### config.mk
export PLATFORM = sky130hd
export DESIGN_NAME = axi4_outstanding_limiter_flat
export DESIGN_NICKNAME = d
export VERILOG_FILES = /design/src/rtl/axi4_outstanding_limiter_if.sv /design/src/rtl/axi4_outstanding_limiter.sv /design/src/flat_wrapper.sv
export SDC_FILE = /design/constraint.sdc
export NUM_CORES = 1
export LEC_CHECK = 0
export BUFFER_PORTS_ARGS = -buffer_cell sky130_fd_sc_hd__buf_2
export CAP_MARGIN = 10
export CORE_AREA = 8 8 221 223
export CTS_BUF_LIST = sky130_fd_sc_hd__clkbuf_8 sky130_fd_sc_hd__clkbuf_16
export CTS_CLUSTER_SIZE = 40
export DETAILED_ROUTE_END_ITERATION = 8
export DIE_AREA = 0 0 229 231
export HOLD_SLACK_MARGIN = 0.02
export PLACE_DENSITY = 0.3
export SLEW_MARGIN = 20
export SYNTH_ARGS = -nofsm -noshare
export SYNTH_HDL_FRONTEND = slang
export SYNTH_SLANG_ARGS = --single-unit
### constraint.sdc
create_clock -name clk -period 5.58 [get_ports clk]
set_input_delay 0.837 -clock clk [delete_from_list [all_inputs] [get_ports clk]]
set_output_delay 0.837 -clock clk [all_outputs]
set_load 0.02 [all_outputs]
### src/rtl/axi4_outstanding_limiter_if.sv
// AXI4 bundle shared by the limiter's bridge-facing and DDR-facing ports.
// Widths come from the AXI4_*_WIDTH macros, defaulted here when not supplied.
`ifndef AXI4_ADDR_WIDTH
`define AXI4_ADDR_WIDTH 32
`endif
`ifndef AXI4_DATA_WIDTH
`define AXI4_DATA_WIDTH 64
`endif
`ifndef AXI4_ID_WIDTH
`define AXI4_ID_WIDTH 4
`endif

interface axi4_if;
    logic [`AXI4_ID_WIDTH-1:0]     awid;
    logic [`AXI4_ADDR_WIDTH-1:0]   awaddr;
    logic [7:0]                    awlen;
    logic [2:0]                    awsize;
    logic [1:0]                    awburst;
    logic                          awlock;
    logic [3:0]                    awcache;
    logic [2:0]                    awprot;
    logic [3:0]                    awqos;
    logic                          awvalid;
    logic                          awready;
    logic [`AXI4_DATA_WIDTH-1:0]   wdata;
    logic [`AXI4_DATA_WIDTH/8-1:0] wstrb;
    logic                          wlast;
    logic                          wvalid;
    logic                          wready;
    logic [`AXI4_ID_WIDTH-1:0]     bid;
    logic [1:0]                    bresp;
    logic                          bvalid;
    logic                          bready;
    logic [`AXI4_ID_WIDTH-1:0]     arid;
    logic [`AXI4_ADDR_WIDTH-1:0]   araddr;
    logic [7:0]                    arlen;
    logic [2:0]                    arsize;
    logic [1:0]                    arburst;
    logic                          arlock;
    logic [3:0]                    arcache;
    logic [2:0]                    arprot;
    logic [3:0]                    arqos;
    logic                          arvalid;
    logic                          arready;
    logic [`AXI4_ID_WIDTH-1:0]     rid;
    logic [`AXI4_DATA_WIDTH-1:0]   rdata;
    logic [1:0]                    rresp;
    logic                          rlast;
    logic                          rvalid;
    logic                          rready;

    modport master (
        output awid, awaddr, awlen, awsize, awburst, awlock, awcache, awprot, awqos, awvalid,
        input  awready,
        output wdata, wstrb, wlast, wvalid,
        input  wready,
        input  bid, bresp, bvalid,
        output bready,
        output arid, araddr, arlen, arsize, arburst, arlock, arcache, arprot, arqos, arvalid,
        input  arready,
        input  rid, rdata, rresp, rlast, rvalid,
        output rready
    );

    modport slave (
        input  awid, awaddr, awlen, awsize, awburst, awlock, awcache, awprot, awqos, awvalid,
        output awready,
        input  wdata, wstrb, wlast, wvalid,
        output wready,
        output bid, bresp, bvalid,
        input  bready,
        input  arid, araddr, arlen, arsize, arburst, arlock, arcache, arprot, arqos, arvalid,
        output arready,
        output rid, rdata, rresp, rlast, rvalid,
        input  rready
    );
endinterface

### src/rtl/axi4_outstanding_limiter.sv
// Caps in-flight AXI4 reads/writes, gates traffic until PHY calibration, drain handshake; watchdog via AXI4_LIMITER_TIMEOUT_EN.
// Latency: 0 cycles on every channel; AR/AW enables are registered from state and next counter values.
// Backpressure: only AR/AW valid/ready are gated; W, B and R always pass straight through.
module axi4_outstanding_limiter #(
    parameter int MAX_RD         = 16,
    parameter int MAX_WR         = 16,
    parameter int CNT_W          = 8,
    parameter int TIMEOUT_CYCLES = 65535
) (
    input  logic             clk,
    input  logic             rst_n,
    input  logic             phy_init_done,
    axi4_if.slave            s_axi,
    axi4_if.master           m_axi,
    input  logic             drain_req,
    output logic             drain_ack,
    output logic [CNT_W-1:0] rd_outstanding,
    output logic [CNT_W-1:0] wr_outstanding,
    output logic             timeout_err
);
    localparam logic [1:0] ST_INIT    = 2'd0;
    localparam logic [1:0] ST_RUN     = 2'd1;
    localparam logic [1:0] ST_DRAIN   = 2'd2;
    localparam logic [1:0] ST_DRAINED = 2'd3;

    localparam logic [CNT_W-1:0] RD_LIM = CNT_W'(MAX_RD);
    localparam logic [CNT_W-1:0] WR_LIM = CNT_W'(MAX_WR);

    logic [1:0]       state_q, state_d;
    logic [CNT_W-1:0] rd_cnt_q, rd_cnt_d, wr_cnt_q, wr_cnt_d;
    logic             ar_en_q, ar_en_d, aw_en_q, aw_en_d;
    logic             rd_inc, rd_dec, wr_inc, wr_dec;

    assign m_axi.awid    = s_axi.awid;
    assign m_axi.awaddr  = s_axi.awaddr;
    assign m_axi.awlen   = s_axi.awlen;
    assign m_axi.awsize  = s_axi.awsize;
    assign m_axi.awburst = s_axi.awburst;
    assign m_axi.awlock  = s_axi.awlock;
    assign m_axi.awcache = s_axi.awcache;
    assign m_axi.awprot  = s_axi.awprot;
    assign m_axi.awqos   = s_axi.awqos;
    assign m_axi.awvalid = s_axi.awvalid & aw_en_q;
    assign s_axi.awready = m_axi.awready & aw_en_q;

    assign m_axi.wdata   = s_axi.wdata;
    assign m_axi.wstrb   = s_axi.wstrb;
    assign m_axi.wlast   = s_axi.wlast;
    assign m_axi.wvalid  = s_axi.wvalid;
    assign s_axi.wready  = m_axi.wready;

    assign s_axi.bid     = m_axi.bid;
    assign s_axi.bresp   = m_axi.bresp;
    assign s_axi.bvalid  = m_axi.bvalid;
    assign m_axi.bready  = s_axi.bready;

    assign m_axi.arid    = s_axi.arid;
    assign m_axi.araddr  = s_axi.araddr;
    assign m_axi.arlen   = s_axi.arlen;
    assign m_axi.arsize  = s_axi.arsize;
    assign m_axi.arburst = s_axi.arburst;
    assign m_axi.arlock  = s_axi.arlock;
    assign m_axi.arcache = s_axi.arcache;
    assign m_axi.arprot  = s_axi.arprot;
    assign m_axi.arqos   = s_axi.arqos;
    assign m_axi.arvalid = s_axi.arvalid & ar_en_q;
    assign s_axi.arready = m_axi.arready & ar_en_q;

    assign s_axi.rid     = m_axi.rid;
    assign s_axi.rdata   = m_axi.rdata;
    assign s_axi.rresp   = m_axi.rresp;
    assign s_axi.rlast   = m_axi.rlast;
    assign s_axi.rvalid  = m_axi.rvalid;
    assign m_axi.rready  = s_axi.rready;

    assign rd_inc = m_axi.arvalid & m_axi.arready;
    assign rd_dec = m_axi.rvalid & m_axi.rready & m_axi.rlast;
    assign wr_inc = m_axi.awvalid & m_axi.awready;
    assign wr_dec = m_axi.bvalid & m_axi.bready;

    always_comb begin
        rd_cnt_d = rd_cnt_q;
        if (rd_inc && !rd_dec && rd_cnt_q != RD_LIM)
            rd_cnt_d = rd_cnt_q + 1'b1;
        else if (!rd_inc && rd_dec && rd_cnt_q != '0)
            rd_cnt_d = rd_cnt_q - 1'b1;

        wr_cnt_d = wr_cnt_q;
        if (wr_inc && !wr_dec && wr_cnt_q != WR_LIM)
            wr_cnt_d = wr_cnt_q + 1'b1;
        else if (!wr_inc && wr_dec && wr_cnt_q != '0)
            wr_cnt_d = wr_cnt_q - 1'b1;
    end

    // DRAIN exits on the next counter values so a late handshake cannot slip past the ack.
    always_comb begin
        state_d = state_q;
        if (!phy_init_done) begin
            state_d = ST_INIT;
        end else begin
            case (state_q)
                ST_INIT:    state_d = ST_RUN;
                ST_RUN:     if (drain_req) state_d = ST_DRAIN;
                ST_DRAIN:   if (rd_cnt_d == '0 && wr_cnt_d == '0) state_d = ST_DRAINED;
                ST_DRAINED: if (!drain_req) state_d = ST_RUN;
                default:    state_d = ST_INIT;
            endcase
        end
    end

    // State gates one cycle late (in-flight handshakes finish); the limit uses the next count.
    assign ar_en_d = (state_q == ST_RUN) && (rd_cnt_d < RD_LIM);
    assign aw_en_d = (state_q == ST_RUN) && (wr_cnt_d < WR_LIM);

    always_ff @(posedge clk or negedge rst_n) begin
        if (!rst_n) begin
            state_q  <= ST_INIT;
            rd_cnt_q <= '0;
            wr_cnt_q <= '0;
            ar_en_q  <= 1'b0;
            aw_en_q  <= 1'b0;
        end else begin
            state_q  <= state_d;
            rd_cnt_q <= rd_cnt_d;
            wr_cnt_q <= wr_cnt_d;
            ar_en_q  <= ar_en_d;
            aw_en_q  <= aw_en_d;
        end
    end

    assign drain_ack      = (state_q == ST_DRAINED);
    assign rd_outstanding = rd_cnt_q;
    assign wr_outstanding = wr_cnt_q;

`ifdef AXI4_LIMITER_TIMEOUT_EN
    logic [31:0] wd_q, wd_d;
    logic        to_q, to_d;

    always_comb begin
        wd_d = wd_q;
        to_d = to_q;
        if ((rd_cnt_q == '0 && wr_cnt_q == '0) || rd_dec || wr_dec)
            wd_d = '0;
        else if (wd_q != '1)
            wd_d = wd_q + 32'd1;
        if (wd_d >= 32'(TIMEOUT_CYCLES))
            to_d = 1'b1;
    end

    always_ff @(posedge clk or negedge rst_n) begin
        if (!rst_n) begin
            wd_q <= '0;
            to_q <= 1'b0;
        end else begin
            wd_q <= wd_d;
            to_q <= to_d;
        end
    end

    assign timeout_err = to_q;
`else
    assign timeout_err = 1'b0;
`endif

    a_params:     assert property (@(posedge clk) (2**CNT_W > MAX_RD) && (2**CNT_W > MAX_WR) && (TIMEOUT_CYCLES > 0));
    a_rd_ovf:     assert property (@(posedge clk) disable iff (!rst_n) !(rd_inc && !rd_dec && rd_cnt_q == RD_LIM));
    a_rd_undf:    assert property (@(posedge clk) disable iff (!rst_n) !(rd_dec && !rd_inc && rd_cnt_q == '0));
    a_wr_ovf:     assert property (@(posedge clk) disable iff (!rst_n) !(wr_inc && !wr_dec && wr_cnt_q == WR_LIM));
    a_wr_undf:    assert property (@(posedge clk) disable iff (!rst_n) !(wr_dec && !wr_inc && wr_cnt_q == '0));
endmodule

### src/flat_wrapper.sv
// flat-port wrapper written by rule: the top's interface ports become plain ports
module axi4_outstanding_limiter_flat 
#(
    parameter int MAX_RD         = 16,
    parameter int MAX_WR         = 16,
    parameter int CNT_W          = 8,
    parameter int TIMEOUT_CYCLES = 65535
)
  (clk, rst_n, phy_init_done, drain_req, drain_ack, rd_outstanding, wr_outstanding, timeout_err, s_axi_awid, s_axi_awaddr, s_axi_awlen, s_axi_awsize, s_axi_awburst, s_axi_awlock, s_axi_awcache, s_axi_awprot, s_axi_awqos, s_axi_awvalid, s_axi_awready, s_axi_wdata, s_axi_wstrb, s_axi_wlast, s_axi_wvalid, s_axi_wready, s_axi_bid, s_axi_bresp, s_axi_bvalid, s_axi_bready, s_axi_arid, s_axi_araddr, s_axi_arlen, s_axi_arsize, s_axi_arburst, s_axi_arlock, s_axi_arcache, s_axi_arprot, s_axi_arqos, s_axi_arvalid, s_axi_arready, s_axi_rid, s_axi_rdata, s_axi_rresp, s_axi_rlast, s_axi_rvalid, s_axi_rready, m_axi_awid, m_axi_awaddr, m_axi_awlen, m_axi_awsize, m_axi_awburst, m_axi_awlock, m_axi_awcache, m_axi_awprot, m_axi_awqos, m_axi_awvalid, m_axi_awready, m_axi_wdata, m_axi_wstrb, m_axi_wlast, m_axi_wvalid, m_axi_wready, m_axi_bid, m_axi_bresp, m_axi_bvalid, m_axi_bready, m_axi_arid, m_axi_araddr, m_axi_arlen, m_axi_arsize, m_axi_arburst, m_axi_arlock, m_axi_arcache, m_axi_arprot, m_axi_arqos, m_axi_arvalid, m_axi_arready, m_axi_rid, m_axi_rdata, m_axi_rresp, m_axi_rlast, m_axi_rvalid, m_axi_rready);
  axi4_if s_axi_i ();
  axi4_if m_axi_i ();
  input  logic clk;
  input  logic rst_n;
  input  logic phy_init_done;
  input  logic drain_req;
  output logic drain_ack;
  output logic [CNT_W-1:0] rd_outstanding;
  output logic [CNT_W-1:0] wr_outstanding;
  output logic timeout_err;
  input wire logic [$bits(s_axi_i.awid)-1:0] s_axi_awid;
  input wire logic [$bits(s_axi_i.awaddr)-1:0] s_axi_awaddr;
  input wire logic [$bits(s_axi_i.awlen)-1:0] s_axi_awlen;
  input wire logic [$bits(s_axi_i.awsize)-1:0] s_axi_awsize;
  input wire logic [$bits(s_axi_i.awburst)-1:0] s_axi_awburst;
  input wire logic [$bits(s_axi_i.awlock)-1:0] s_axi_awlock;
  input wire logic [$bits(s_axi_i.awcache)-1:0] s_axi_awcache;
  input wire logic [$bits(s_axi_i.awprot)-1:0] s_axi_awprot;
  input wire logic [$bits(s_axi_i.awqos)-1:0] s_axi_awqos;
  input wire logic [$bits(s_axi_i.awvalid)-1:0] s_axi_awvalid;
  output wire logic [$bits(s_axi_i.awready)-1:0] s_axi_awready;
  input wire logic [$bits(s_axi_i.wdata)-1:0] s_axi_wdata;
  input wire logic [$bits(s_axi_i.wstrb)-1:0] s_axi_wstrb;
  input wire logic [$bits(s_axi_i.wlast)-1:0] s_axi_wlast;
  input wire logic [$bits(s_axi_i.wvalid)-1:0] s_axi_wvalid;
  output wire logic [$bits(s_axi_i.wready)-1:0] s_axi_wready;
  output wire logic [$bits(s_axi_i.bid)-1:0] s_axi_bid;
  output wire logic [$bits(s_axi_i.bresp)-1:0] s_axi_bresp;
  output wire logic [$bits(s_axi_i.bvalid)-1:0] s_axi_bvalid;
  input wire logic [$bits(s_axi_i.bready)-1:0] s_axi_bready;
  input wire logic [$bits(s_axi_i.arid)-1:0] s_axi_arid;
  input wire logic [$bits(s_axi_i.araddr)-1:0] s_axi_araddr;
  input wire logic [$bits(s_axi_i.arlen)-1:0] s_axi_arlen;
  input wire logic [$bits(s_axi_i.arsize)-1:0] s_axi_arsize;
  input wire logic [$bits(s_axi_i.arburst)-1:0] s_axi_arburst;
  input wire logic [$bits(s_axi_i.arlock)-1:0] s_axi_arlock;
  input wire logic [$bits(s_axi_i.arcache)-1:0] s_axi_arcache;
  input wire logic [$bits(s_axi_i.arprot)-1:0] s_axi_arprot;
  input wire logic [$bits(s_axi_i.arqos)-1:0] s_axi_arqos;
  input wire logic [$bits(s_axi_i.arvalid)-1:0] s_axi_arvalid;
  output wire logic [$bits(s_axi_i.arready)-1:0] s_axi_arready;
  output wire logic [$bits(s_axi_i.rid)-1:0] s_axi_rid;
  output wire logic [$bits(s_axi_i.rdata)-1:0] s_axi_rdata;
  output wire logic [$bits(s_axi_i.rresp)-1:0] s_axi_rresp;
  output wire logic [$bits(s_axi_i.rlast)-1:0] s_axi_rlast;
  output wire logic [$bits(s_axi_i.rvalid)-1:0] s_axi_rvalid;
  input wire logic [$bits(s_axi_i.rready)-1:0] s_axi_rready;
  output wire logic [$bits(m_axi_i.awid)-1:0] m_axi_awid;
  output wire logic [$bits(m_axi_i.awaddr)-1:0] m_axi_awaddr;
  output wire logic [$bits(m_axi_i.awlen)-1:0] m_axi_awlen;
  output wire logic [$bits(m_axi_i.awsize)-1:0] m_axi_awsize;
  output wire logic [$bits(m_axi_i.awburst)-1:0] m_axi_awburst;
  output wire logic [$bits(m_axi_i.awlock)-1:0] m_axi_awlock;
  output wire logic [$bits(m_axi_i.awcache)-1:0] m_axi_awcache;
  output wire logic [$bits(m_axi_i.awprot)-1:0] m_axi_awprot;
  output wire logic [$bits(m_axi_i.awqos)-1:0] m_axi_awqos;
  output wire logic [$bits(m_axi_i.awvalid)-1:0] m_axi_awvalid;
  input wire logic [$bits(m_axi_i.awready)-1:0] m_axi_awready;
  output wire logic [$bits(m_axi_i.wdata)-1:0] m_axi_wdata;
  output wire logic [$bits(m_axi_i.wstrb)-1:0] m_axi_wstrb;
  output wire logic [$bits(m_axi_i.wlast)-1:0] m_axi_wlast;
  output wire logic [$bits(m_axi_i.wvalid)-1:0] m_axi_wvalid;
  input wire logic [$bits(m_axi_i.wready)-1:0] m_axi_wready;
  input wire logic [$bits(m_axi_i.bid)-1:0] m_axi_bid;
  input wire logic [$bits(m_axi_i.bresp)-1:0] m_axi_bresp;
  input wire logic [$bits(m_axi_i.bvalid)-1:0] m_axi_bvalid;
  output wire logic [$bits(m_axi_i.bready)-1:0] m_axi_bready;
  output wire logic [$bits(m_axi_i.arid)-1:0] m_axi_arid;
  output wire logic [$bits(m_axi_i.araddr)-1:0] m_axi_araddr;
  output wire logic [$bits(m_axi_i.arlen)-1:0] m_axi_arlen;
  output wire logic [$bits(m_axi_i.arsize)-1:0] m_axi_arsize;
  output wire logic [$bits(m_axi_i.arburst)-1:0] m_axi_arburst;
  output wire logic [$bits(m_axi_i.arlock)-1:0] m_axi_arlock;
  output wire logic [$bits(m_axi_i.arcache)-1:0] m_axi_arcache;
  output wire logic [$bits(m_axi_i.arprot)-1:0] m_axi_arprot;
  output wire logic [$bits(m_axi_i.arqos)-1:0] m_axi_arqos;
  output wire logic [$bits(m_axi_i.arvalid)-1:0] m_axi_arvalid;
  input wire logic [$bits(m_axi_i.arready)-1:0] m_axi_arready;
  input wire logic [$bits(m_axi_i.rid)-1:0] m_axi_rid;
  input wire logic [$bits(m_axi_i.rdata)-1:0] m_axi_rdata;
  input wire logic [$bits(m_axi_i.rresp)-1:0] m_axi_rresp;
  input wire logic [$bits(m_axi_i.rlast)-1:0] m_axi_rlast;
  input wire logic [$bits(m_axi_i.rvalid)-1:0] m_axi_rvalid;
  output wire logic [$bits(m_axi_i.rready)-1:0] m_axi_rready;
  assign s_axi_i.awid = s_axi_awid;
  assign s_axi_i.awaddr = s_axi_awaddr;
  assign s_axi_i.awlen = s_axi_awlen;
  assign s_axi_i.awsize = s_axi_awsize;
  assign s_axi_i.awburst = s_axi_awburst;
  assign s_axi_i.awlock = s_axi_awlock;
  assign s_axi_i.awcache = s_axi_awcache;
  assign s_axi_i.awprot = s_axi_awprot;
  assign s_axi_i.awqos = s_axi_awqos;
  assign s_axi_i.awvalid = s_axi_awvalid;
  assign s_axi_awready = s_axi_i.awready;
  assign s_axi_i.wdata = s_axi_wdata;
  assign s_axi_i.wstrb = s_axi_wstrb;
  assign s_axi_i.wlast = s_axi_wlast;
  assign s_axi_i.wvalid = s_axi_wvalid;
  assign s_axi_wready = s_axi_i.wready;
  assign s_axi_bid = s_axi_i.bid;
  assign s_axi_bresp = s_axi_i.bresp;
  assign s_axi_bvalid = s_axi_i.bvalid;
  assign s_axi_i.bready = s_axi_bready;
  assign s_axi_i.arid = s_axi_arid;
  assign s_axi_i.araddr = s_axi_araddr;
  assign s_axi_i.arlen = s_axi_arlen;
  assign s_axi_i.arsize = s_axi_arsize;
  assign s_axi_i.arburst = s_axi_arburst;
  assign s_axi_i.arlock = s_axi_arlock;
  assign s_axi_i.arcache = s_axi_arcache;
  assign s_axi_i.arprot = s_axi_arprot;
  assign s_axi_i.arqos = s_axi_arqos;
  assign s_axi_i.arvalid = s_axi_arvalid;
  assign s_axi_arready = s_axi_i.arready;
  assign s_axi_rid = s_axi_i.rid;
  assign s_axi_rdata = s_axi_i.rdata;
  assign s_axi_rresp = s_axi_i.rresp;
  assign s_axi_rlast = s_axi_i.rlast;
  assign s_axi_rvalid = s_axi_i.rvalid;
  assign s_axi_i.rready = s_axi_rready;
  assign m_axi_awid = m_axi_i.awid;
  assign m_axi_awaddr = m_axi_i.awaddr;
  assign m_axi_awlen = m_axi_i.awlen;
  assign m_axi_awsize = m_axi_i.awsize;
  assign m_axi_awburst = m_axi_i.awburst;
  assign m_axi_awlock = m_axi_i.awlock;
  assign m_axi_awcache = m_axi_i.awcache;
  assign m_axi_awprot = m_axi_i.awprot;
  assign m_axi_awqos = m_axi_i.awqos;
  assign m_axi_awvalid = m_axi_i.awvalid;
  assign m_axi_i.awready = m_axi_awready;
  assign m_axi_wdata = m_axi_i.wdata;
  assign m_axi_wstrb = m_axi_i.wstrb;
  assign m_axi_wlast = m_axi_i.wlast;
  assign m_axi_wvalid = m_axi_i.wvalid;
  assign m_axi_i.wready = m_axi_wready;
  assign m_axi_i.bid = m_axi_bid;
  assign m_axi_i.bresp = m_axi_bresp;
  assign m_axi_i.bvalid = m_axi_bvalid;
  assign m_axi_bready = m_axi_i.bready;
  assign m_axi_arid = m_axi_i.arid;
  assign m_axi_araddr = m_axi_i.araddr;
  assign m_axi_arlen = m_axi_i.arlen;
  assign m_axi_arsize = m_axi_i.arsize;
  assign m_axi_arburst = m_axi_i.arburst;
  assign m_axi_arlock = m_axi_i.arlock;
  assign m_axi_arcache = m_axi_i.arcache;
  assign m_axi_arprot = m_axi_i.arprot;
  assign m_axi_arqos = m_axi_i.arqos;
  assign m_axi_arvalid = m_axi_i.arvalid;
  assign m_axi_i.arready = m_axi_arready;
  assign m_axi_i.rid = m_axi_rid;
  assign m_axi_i.rdata = m_axi_rdata;
  assign m_axi_i.rresp = m_axi_rresp;
  assign m_axi_i.rlast = m_axi_rlast;
  assign m_axi_i.rvalid = m_axi_rvalid;
  assign m_axi_rready = m_axi_i.rready;
  axi4_outstanding_limiter #(.MAX_RD(MAX_RD), .MAX_WR(MAX_WR), .CNT_W(CNT_W), .TIMEOUT_CYCLES(TIMEOUT_CYCLES)) u_core (.clk(clk), .rst_n(rst_n), .phy_init_done(phy_init_done), .s_axi(s_axi_i), .m_axi(m_axi_i), .drain_req(drain_req), .drain_ack(drain_ack), .rd_outstanding(rd_outstanding), .wr_outstanding(wr_outstanding), .timeout_err(timeout_err));
endmodule
# ---- Yosys cells after proc, flatten, opt, wreduce, memory -nomap -nowiden
# Index checks and enable logic that the tools add are counted.
# W data, S select, Z words.
dict set report op_classes {
  add_sub_neg 4
  magnitude_cmp 2
  n_eq_ne 8
  muxes 9
  bitwise_logic 9
  reduce_logical 21
}
# cell n
set ops {}
lappend ops {{$mux W8} 4}
lappend ops {{$add A8 B1 Y8 const B} 2}
lappend ops {{$logic_not A8 Y1} 2}
lappend ops {{$lt A8 B5 Y1 const B} 2}
lappend ops {{$ne A8 B5 Y1 const B} 2}
lappend ops {{$reduce_bool A8 Y1} 2}
lappend ops {{$sub A8 B1 Y8 const B} 2}
lappend ops {{$logic_and A1 B1 Y1} 11}
lappend ops {{$and A1 B1 Y1} 9}
lappend ops {{$mux W2} 4}
lappend ops {{$pmux W2 S4} 1}
lappend ops {{$ne A3 B3 Y1 const B} 2}
lappend ops {{$eq A2 B2 Y1 const B} 2}
lappend ops {{$logic_not A1 Y1} 4}
lappend ops {{$ne A3 B2 Y1 const B} 1}
lappend ops {{$reduce_and A3 Y1} 1}
lappend ops {{$eq A2 B1 Y1 const B} 1}
lappend ops {{$logic_not A2 Y1} 1}
dict set report totals {
  regBits 20
  input_bits 286
  out_inout_bits 300
}

# ---- Depth between registers and ports, before layout
# Gate-level depths: netlist (run 1).
dict set report logic_depth {
  word_depth 12
  depth_mapped 10
}

# ---- Worst setup path after synthesis (run 1)
# OpenSTA, ideal clock, no wires.
dict set report synth_timing {
  path_kind {reg-to-reg}
  from {register u_core.wr_cnt_q[1] (netlist: u_core.wr_outstanding[1])}
  to {register u_core.state_q[0]}
  setup_ps 94
  t_arrival_ps 2892
  required_time_ps 5486
  path_slack_ps 2594
  path_stages_with_launch 11
  n_path_buf 0
  synth_period_minus_slack_ps 2986
  cell_sequence {dfrtp_1 -> inv_1 -> ha_1 -> or4b_2 -> nor3_1 -> a22oi_1 -> xnor2_1 -> or3b_2 -> nor4_4 -> a211oi_1 -> a211oi_1}
}
dict set report synth_between {
  elab_chain_cells 8
  elab_cells_between_ends 12
  cone_classes {add/sub (2); eq/ne (2); mux (2); reduce/logical (6)}
}
# item line
set synth_lines {}
lappend synth_lines {{start: declaration} axi4_outstanding_limiter.sv:30} ;# logic [CNT_W-1:0] rd_cnt_q, rd_cnt_d, wr_cnt_q, wr_cnt_d;
lappend synth_lines {{start signal: assignment} axi4_outstanding_limiter.sv:125} ;# wr_cnt_q <= wr_cnt_d;
lappend synth_lines {{$reduce_bool A8 Y1} axi4_outstanding_limiter.sv:91} ;# else if (!wr_inc && wr_dec && wr_cnt_q != '0)
lappend synth_lines {{$logic_and A1 B1 Y1} axi4_outstanding_limiter.sv:91}
lappend synth_lines {{$mux W8} axi4_outstanding_limiter.sv:91}
lappend synth_lines {{$mux W8 *} axi4_outstanding_limiter.sv:89} ;# if (wr_inc && !wr_dec && wr_cnt_q != WR_LIM)
lappend synth_lines {{named net u_core.wr_cnt_d[0]} axi4_outstanding_limiter.sv:30}
lappend synth_lines {{$logic_not A8 Y1 *} axi4_outstanding_limiter.sv:104} ;# ST_DRAIN: if (rd_cnt_d == '0 && wr_cnt_d == '0) state_d = ST_DRAINED;
lappend synth_lines {{$logic_and A1 B1 Y1 *} axi4_outstanding_limiter.sv:104}
lappend synth_lines {{$ne A3 B2 Y1 (no source line) *} -}
lappend synth_lines {{$reduce_and A3 Y1 (no source line) *} -}
lappend synth_lines {{end signal: assignment} axi4_outstanding_limiter.sv:123} ;# state_q <= state_d;
lappend synth_lines {{end: declaration} axi4_outstanding_limiter.sv:29} ;# logic [1:0] state_q, state_d;
# The timed path passes the listed nets; every way through them passes the cells marked *.
# A chain may end at the register's enable or synchronous reset.

# ---- Worst setup path after layout (run 1)
dict set report layout_timing {
  from {register u_core.rd_cnt_q[0] (netlist: u_core.rd_outstanding[0])}
  to {register u_core.state_q[0]}
}
dict set report layout_between {
  elab_chain_cells 8
  elab_cells_between_ends 12
  cone_classes {add/sub (2); eq/ne (2); mux (2); reduce/logical (6)}
}
# item line
set layout_lines {}
lappend layout_lines {{start: declaration} axi4_outstanding_limiter.sv:30}
lappend layout_lines {{start signal: assignment} axi4_outstanding_limiter.sv:124} ;# rd_cnt_q <= rd_cnt_d;
lappend layout_lines {{branches (longest 3 deep; another with $sub A8 B1 Y8)} -}
lappend layout_lines {{$mux W8 *} axi4_outstanding_limiter.sv:83} ;# if (rd_inc && !rd_dec && rd_cnt_q != RD_LIM)
lappend layout_lines {{named net u_core.rd_cnt_d[0]} axi4_outstanding_limiter.sv:30}
lappend layout_lines {{$logic_not A8 Y1 *} axi4_outstanding_limiter.sv:104}
lappend layout_lines {{$logic_and A1 B1 Y1 *} axi4_outstanding_limiter.sv:104}
lappend layout_lines {{$ne A3 B2 Y1 (no source line) *} -}
lappend layout_lines {{$reduce_and A3 Y1 (no source line) *} -}
# Mark *: on every way through the listed nets, which the timed path passes.

==> results of run 1 <==
[synth_stat cells (2+ instances only)]
cell,number,area share [%]
a211oi_1,4,0.85
a21oi_1,4,0.56
a22oi_1,2,0.42
and2_1,8,1.4
and3_1,7,1.2
buf_4,279,59
clkbuf_1,3,0.32
dfrtp_1,20,14
ha_1,9,3.2
inv_1,8,0.85
mux2i_1,2,0.56
nand2_1,15,1.6
nand3_1,11,1.6
nand4_1,8,1.4
nor2_1,3,0.32
nor2b_1,2,0.35
nor3_1,5,0.70
nor4_1,3,0.53
o21ai_0,2,0.28
o22ai_1,3,0.53
o32ai_1,4,0.99
or2_2,2,0.35
or3_1,2,0.35
xnor2_1,6,1.5
xor2_1,5,1.2
[cells in the final DEF (no fill, tap or decap), types with 4 or more instances in the layout]
cell	instances
and3_1	7
inv_1	8
dfrtp_1	20
xnor2_1	6
a21oi_1	4
nand3_1	11
xor2_1	5
nand4_1	8
ha_1	9
and2_1	8
nor3_1	5
buf_2	38
a211oi_1	4
o32ai_1	4
nand2_1	15
[metrics by stage]
stage | power, uW | setup WS [ns]
2_1_floorplan | 885.6 | 2.594
4_1_cts | 1007 | 2.175
5_1_grt | 1069 | 1.976
3_5_place_dp | 826.8 | 2.160
6_report | 980.9 | 2.236
3_3_place_gp | 837.7 | 2.147
[worst paths after layout]
kind / to / slack, ns / cells past startpoint
max: u_core.state_q[0]$_DFFE_PN0P_ / 2.24 / 10
max reg2reg: u_core.state_q[0]$_DFFE_PN0P_ / 2.24 / 10
min: u_core.wr_outstanding[4]$_DFF_PN0_ / 0.54 / 1
min reg2reg: u_core.rd_outstanding[7]$_DFF_PN0_ / 0.55 / 1
max in group asynchronous: u_core.rd_outstanding[0]$_DFF_PN0_ / 4.68 / 1
min in group clk: u_core.rd_outstanding[7]$_DFF_PN0_ / 0.55 / 1
[cell families (layout without fill, tap and decap cells)]
family / Yosys count / after routing / synth area share [%]
xor+xnor: 11 / 11 / 2.714
simple gates: 76 / 76 / 12.80
other cells: 1 / 1 / 0.1056
buf+inv: 291 / 50 / 60.31
mux: 2 / 2 / 0.5640
compound gates: 30 / 30 / 6.239
fa+ha+maj: 9 / 9 / 3.172
flops: 20 / 20 / 14.10
[state kept, by name (all words and copies together) (netlist names)]
| register | count |
|---|---|
| u_core.ar_en_q | 1 |
| u_core.aw_en_q | 1 |
| u_core.rd_outstanding | 8 |
| u_core.state_q | 2 |
| u_core.wr_outstanding | 8 |
[power by group through the flow]
stage | logic, uW | clock network, uW | registers [uW]
5_1_grt | 534 | 187 | 348
6_report | 483 | 171 | 328
3_5_place_dp | 493 | 0 | 334
3_3_place_gp | 501 | 0 | 336
4_1_cts | 496 | 179 | 332
2_1_floorplan | 559 | 0 | 327
[routing by layer]
layer	GRT usage [%]	wire (um)	vias up
li1	-	-	679
met1	3.403	3437	793
met2	6.631	5531	290
met3	4.440	2750	130
met4	4.065	1264	4
met5	0.7346	60	-
[final cells by class]
class                           instances  area share [%]
Clock buffer                            4           3.599
Sequential cell                        20           20.27
Multi-Input combinational cell        129           36.80
Tap cell                              600           30.41
Timing Repair Buffer                   38           7.704
Inverter                                8           1.216
==> impl_metrics.py, run 1 <==
metrics = {
    "detailed_routing": {
        "drc": 0,
        "drtPass1Iterations": 4,
        "drt-initial-drc-count": 103,
        "drt-total-wl_um": 13040,
        "drt-wirelength-per-cell_um": 16.33,
        "viasPerCell": 2.373,
        "vias": 1896,
        "antenna_left": 0,
    },
    "worst_setup_path": {
        "critPathTopFamily": "simple AND/OR/NAND/NOR gates",
        "critPathKind": "reg2reg",
        "path_common_cell": "a211oi_1",
        "critPathArrivalTime_ns": 3.51,
        "critPathMaxFanout": 5,
        "timing.rr.start": "u_core.rd_outstanding[0]$_DFF_PN0_",
        "worstPathBufferInverterCount": 1,
        "crit_chain": "inv_1 -> ha_1 -> or4b_4 -> nor4b_2 -> o22ai_1 -> xnor2_1 -> or3b_2 -> nor4_4 -> a211oi_1 -> a211oi_1",
        "cp-end-kind": "register",
        "worst_ep_required_time_ns": 5.75,
        "startpoint_type": "register",
        "cp-startpoint": "u_core.rd_outstanding[0]$_DFF_PN0_",
        "critPathSlowestCell": "or3b_2",
        "max_stage_delay_ns": 0.53,
    },
    "clocking": {
        "cts.sinks": 20,
        "post_cts_buffers": 0,
        "cts_resized": 0,
        "cts_buffers": 3,
        "holdBufCountCts": 0,
        "cts_tree": "done",
        "cts_max_path_buffers": 2,
        "clk_latency_ns": 0.26,
        "htreeDepth": 1,
        "cts_root_buffer": "clkbuf_16",
        "cts.clk_slew.worst_paths_ns": 0.06,
    },
    "finish": {
        "diodes": 0,
        "drive_gt1_share_pct": 24.62,
        "fillCellCount": 5355,
        "stdcell_area_mm2": 0.002469,
        "final_util_pct": 5.475,
        "seq_area_um2": 500.5,
        "final_cells": 799,
        "multi_input_area_um2": 908.4,
        "syn2layout_area_growth_pct": -30.45,
        "nets": 495,
    },
    "power_and_ir_drop": {
        "p_switching_uw": 499.1,
        "p_clk_share_pct": 17.4,
        "seq_power_share_pct": 33.4,
        "p_sw_share_pct": 50.88,
        "power.density_mw_per_mm2": 397.4,
        "comb_power_share_pct": 49.2,
        "p_int_uw": 481.9,
        "leakagePower_uw": 0.0008336,
        "vdd_ir_drop_max_uv": 102.5,
    },
    "sta": {
        "slew_violations": 0,
        "relSlewSlack_pct": 46.57,
        "fmax_mhz": 299.1,
        "setup_violations": 0,
        "fin_crit_sh_pct": 59.92,
        "worst_pin_slew_ns": 0.7990,
        "hold_viol_final": 0,
        "holdWs_ns": 0.5398,
        "period_minus_slack_ns": 3.344,
        "clock-skew-final_ns": 0.002802,
        "rsz0062_at_grt": "false",
        "tns_ns": 0,
    },
    "grt": {
        "grt_antenna_before_repair": 1,
        "grt_overflow": 0,
        "grt_pass1_vias": 2028,
        "grt_pass1_wl_um": 16930,
        "grt_max_degree": 21,
        "grt_util_all_layers_pct": 4.529,
    },
    "die": {
        "die_y_um": 231,
        "io_pins": 586,
        "fp.dieW_um": 229,
        "core_mm2": 0.04509,
        "dieArea_mm2": 0.05290,
        "start_util_pct": 7.873,
        "row_count": 78,
    },
    "placed_design": {
        "gp_congestion": 0.6895,
        "hpwl_um": 11160,
        "dpl_cell_area_mm2": 0.002380,
        "dp_cells": 795,
        "numPortBuffers": 38,
    },
    "job": {
        "maxCapViolCount": 0,
    },
    "logic_synthesis": {
        "synth_warnings": 0,
        "netlist_area_mm2": 0.003550,
        "synth_nets": 735,
        "avgSynthCellArea_um2": 8.067,
        "synth_ff_type": "dfrtp_1",
        "async_flop_share_pct": 100.0,
        "syn_inst": 440,
        "ys_seq_area_share_pct": 14.10,
        "ys_ff_latch": 20,
        "synth_edf_count": 0,
        "synthDistinctLibCells": 48,
    },
    "hold_path": {
        "hp-class": "in2async",
    },
    "status": {
        "status": "finished, final reports clean",
    },
}
Power figures use the tool's default switching activity.
==> inputs of run 2 (changes only) <==
--- a/config.mk
+++ b/config.mk
@@ -5,6 +5,7 @@
 export SDC_FILE = /design/constraint.sdc
 export NUM_CORES = 1
 export LEC_CHECK = 0
+export ABC_AREA = 1
 export BUFFER_PORTS_ARGS = -buffer_cell sky130_fd_sc_hd__buf_2
 export CAP_MARGIN = 10
 export CORE_AREA = 8 8 221 223
==> constraint.sdc (replaced) <==
create_clock -name clk -period 3.36 [get_ports clk]
set_input_delay 0.504 -clock clk [delete_from_list [all_inputs] [get_ports clk]]
set_output_delay 0.504 -clock clk [all_outputs]
set_load 0.02 [all_outputs]
==> impl_metrics.py, run 2 <==
metrics = {
    "status": {
        "status": "finished, final reports clean",
    },
    "worst_setup_path": {
        "critPathKind": "reg2reg",
        "worst-path-stages": 17,
        "worstPathBufferInverterCount": 3,
        "path_common_cell": "nand2_1",
        "critPathSlowestCell": "dfrtp_1",
        "cp-end-kind": "register",
        "worst_ep_required_time_ns": 3.50,
        "rr_worst_depth": 17,
        "startpoint_type": "register",
        "max_stage_delay_ns": 0.46,
        "cp-startpoint": "u_core.wr_outstanding[0]$_DFF_PN0_",
        "critPathArrivalTime_ns": 2.47,
        "timing.rr.start": "u_core.wr_outstanding[0]$_DFF_PN0_",
        "critPathMaxFanout": 9,
        "critPathTopFamily": "simple AND/OR/NAND/NOR gates",
        "crit_chain": "inv_1 -> ha_1 -> inv_1 -> nor2_8 -> nand3_4 -> nand2_4 -> inv_2 -> nand2_1 -> nand2_1 -> nor2_1 -> nand2_1 -> nor2_1 -> nand2_1 -> nand2_2 -> nand2_2 -> nand2_1 -> nand2_1",
    },
    "logic_synthesis": {
        "synth_edf_count": 0,
        "async_flop_share_pct": 100.0,
        "avgSynthCellArea_um2": 7.029,
        "synth_nets": 865,
        "synth_warnings": 0,
        "syn_inst": 570,
        "yosysTopAreaCell": "buf_4",
        "yosysMostFrequentCell": "buf_4",
        "netlist_area_mm2": 0.004006,
        "synthDistinctLibCells": 31,
        "synth_ff_type": "dfrtp_1",
        "synthTopCellsByCount": "buf_4, nand2_1, nor2_1",
        "synthTopCellsByArea": "buf_4, dfrtp_1, nand2_1",
        "synth_top_area_share_pct": 52.47,
        "ys_seq_area_share_pct": 12.49,
        "ys_ff_latch": 20,
    },
    "clocking": {
        "post_cts_buffers": 0,
        "cts_max_path_buffers": 2,
        "cts_buffers": 3,
        "cts_tree": "done",
        "holdBufCountCts": 0,
        "clk_latency_ns": 0.25,
        "htreeDepth": 1,
        "cts_root_buffer": "clkbuf_16",
        "cts_resized": 0,
        "cts.clk_slew.worst_paths_ns": 0.06,
        "cts.sinks": 20,
    },
    "power_and_ir_drop": {
        "leakagePower_uw": 0.001322,
        "power.density_mw_per_mm2": 733.2,
        "vdd_ir_drop_max_uv": 142.3,
    },
    "die": {
        "die_y_um": 231,
        "dieArea_mm2": 0.05290,
        "row_count": 78,
        "start_util_pct": 8.886,
        "fp.dieW_um": 229,
        "core_mm2": 0.04509,
        "io_pins": 586,
    },
    "grt": {
        "grt_overflow": 0,
        "grt_util_all_layers_pct": 4.813,
        "grt_max_degree": 21,
        "grt_pass1_wl_um": 18120,
        "grt_antenna_before_repair": 2,
        "grt_pass1_vias": 2467,
    },
    "placed_design": {
        "dp_cells": 927,
        "dpl_cell_area_mm2": 0.002834,
        "gp_congestion": 0.7154,
        "numPortBuffers": 38,
        "hpwl_um": 11720,
    },
    "detailed_routing": {
        "drc": 0,
        "drtPass1Iterations": 4,
        "vias": 2292,
        "drt-wirelength-per-cell_um": 14.63,
        "viasPerCell": 2.462,
        "drt-total-wl_um": 13620,
        "drt-initial-drc-count": 114,
        "antenna_left": 0,
    },
    "job": {
        "maxCapViolCount": 0,
    },
    "finish": {
        "diodes": 0,
        "layout_common_cells": "nand2_1, buf_2, nor2_1",
        "fillCellCount": 5367,
        "drive_gt1_share_pct": 25.98,
        "final_util_pct": 6.518,
        "final_cells": 931,
        "layout_commonest_cell": "nand2_1",
        "syn2layout_area_growth_pct": -26.64,
        "stdcell_area_mm2": 0.002939,
        "nets": 627,
    },
    "hold_path": {
        "hp-class": "in2async",
    },
    "sta": {
        "holdWs_ns": 0.2137,
        "setup_violations": 0,
        "rsz0062_at_grt": "false",
        "period_minus_slack_ns": 2.325,
        "fmax_mhz": 430.2,
        "tns_ns": 0,
        "hold_viol_final": 0,
        "clock-skew-final_ns": 0.002988,
        "slew_violations": 0,
        "fin_crit_sh_pct": 69.19,
    },
}
-- run 2: cell count changes in the layout (fill, tap and decap cells not counted), sizes merged, moves of 6 or more --
cell / delta
xnor2: -6
inv: +27
and2: -8
nand3: +15
xor2: +6
and3: -7
nor2: +33
nand2: +118
-- run 2: metal layers --
| metal | routed length (um) | track usage (%) | vias to the layer above | share of wire (%) |
|---|---|---|---|---|
| li1 | - | - | 968 | - |
| met1 | 3527 | 3.432 | 922 | 26 |
| met2 | 6222 | 7.719 | 258 | 46 |
| met3 | 2339 | 3.385 | 142 | 17 |
| met4 | 1521 | 5.718 | 2 | 11 |
| met5 | 9 | 0 | - | 0.066 |
-- run 2: stage by stage --
| stage | worst slack, ns | power [uW] |
|---|---|---|
| 2_1_floorplan | 1.345 | 1916 |
| 3_3_place_gp | 0.8936 | 1902 |
| 3_5_place_dp | 0.8883 | 1889 |
| 4_1_cts | 0.9223 | 2223 |
| 5_1_grt | 0.7154 | 2393 |
| 6_report | 1.035 | 2155 |
-- run 2: final timing paths --
kind                                                 endpoint  slack [ns]
hold / removal             u_core.wr_outstanding[4]$_DFF_PN0_        0.21
setup / recovery                u_core.state_q[1]$_DFFE_PN0P_        1.04
setup reg to reg                u_core.state_q[1]$_DFFE_PN0P_        1.04
min in group clk           u_core.rd_outstanding[7]$_DFF_PN0_        0.53
max in group asynchronous  u_core.wr_outstanding[3]$_DFF_PN0_        2.81
hold reg to reg            u_core.rd_outstanding[7]$_DFF_PN0_        0.53
-- run 2: cell type report --
cell class / count / area [um2] / area share [%]
multi-input cells: 232 / 1252 / 42.61
well taps: 600 / 750.7 / 25.54
flip-flops and latches: 20 / 500.5 / 17.03
repair buffers: 38 / 190.2 / 6.471
inverters: 37 / 140.1 / 4.768
clock buffers: 3 / 75.07 / 2.554
clock inverters: 1 / 30.03 / 1.022
-- run 2: logic make-up after synthesis --
| group | count (synthesis) | synth area share (%) |
|---|---|---|
| buf+inv | 318 | 56.25 |
| simple gates | 203 | 24.30 |
| flops | 20 | 12.49 |
| xor+xnor | 11 | 2.405 |
| fa+ha+maj | 9 | 2.811 |
| compound gates | 8 | 1.655 |
| other cells | 1 | 0.09360 |
-- run 2: report_power, final --
part	total [uW]	switching [uW]	internal [uW]
Clock	323	87.2	236
Combinational	1260	860	401
Sequential	571	226	345
Total	2150	1170	982
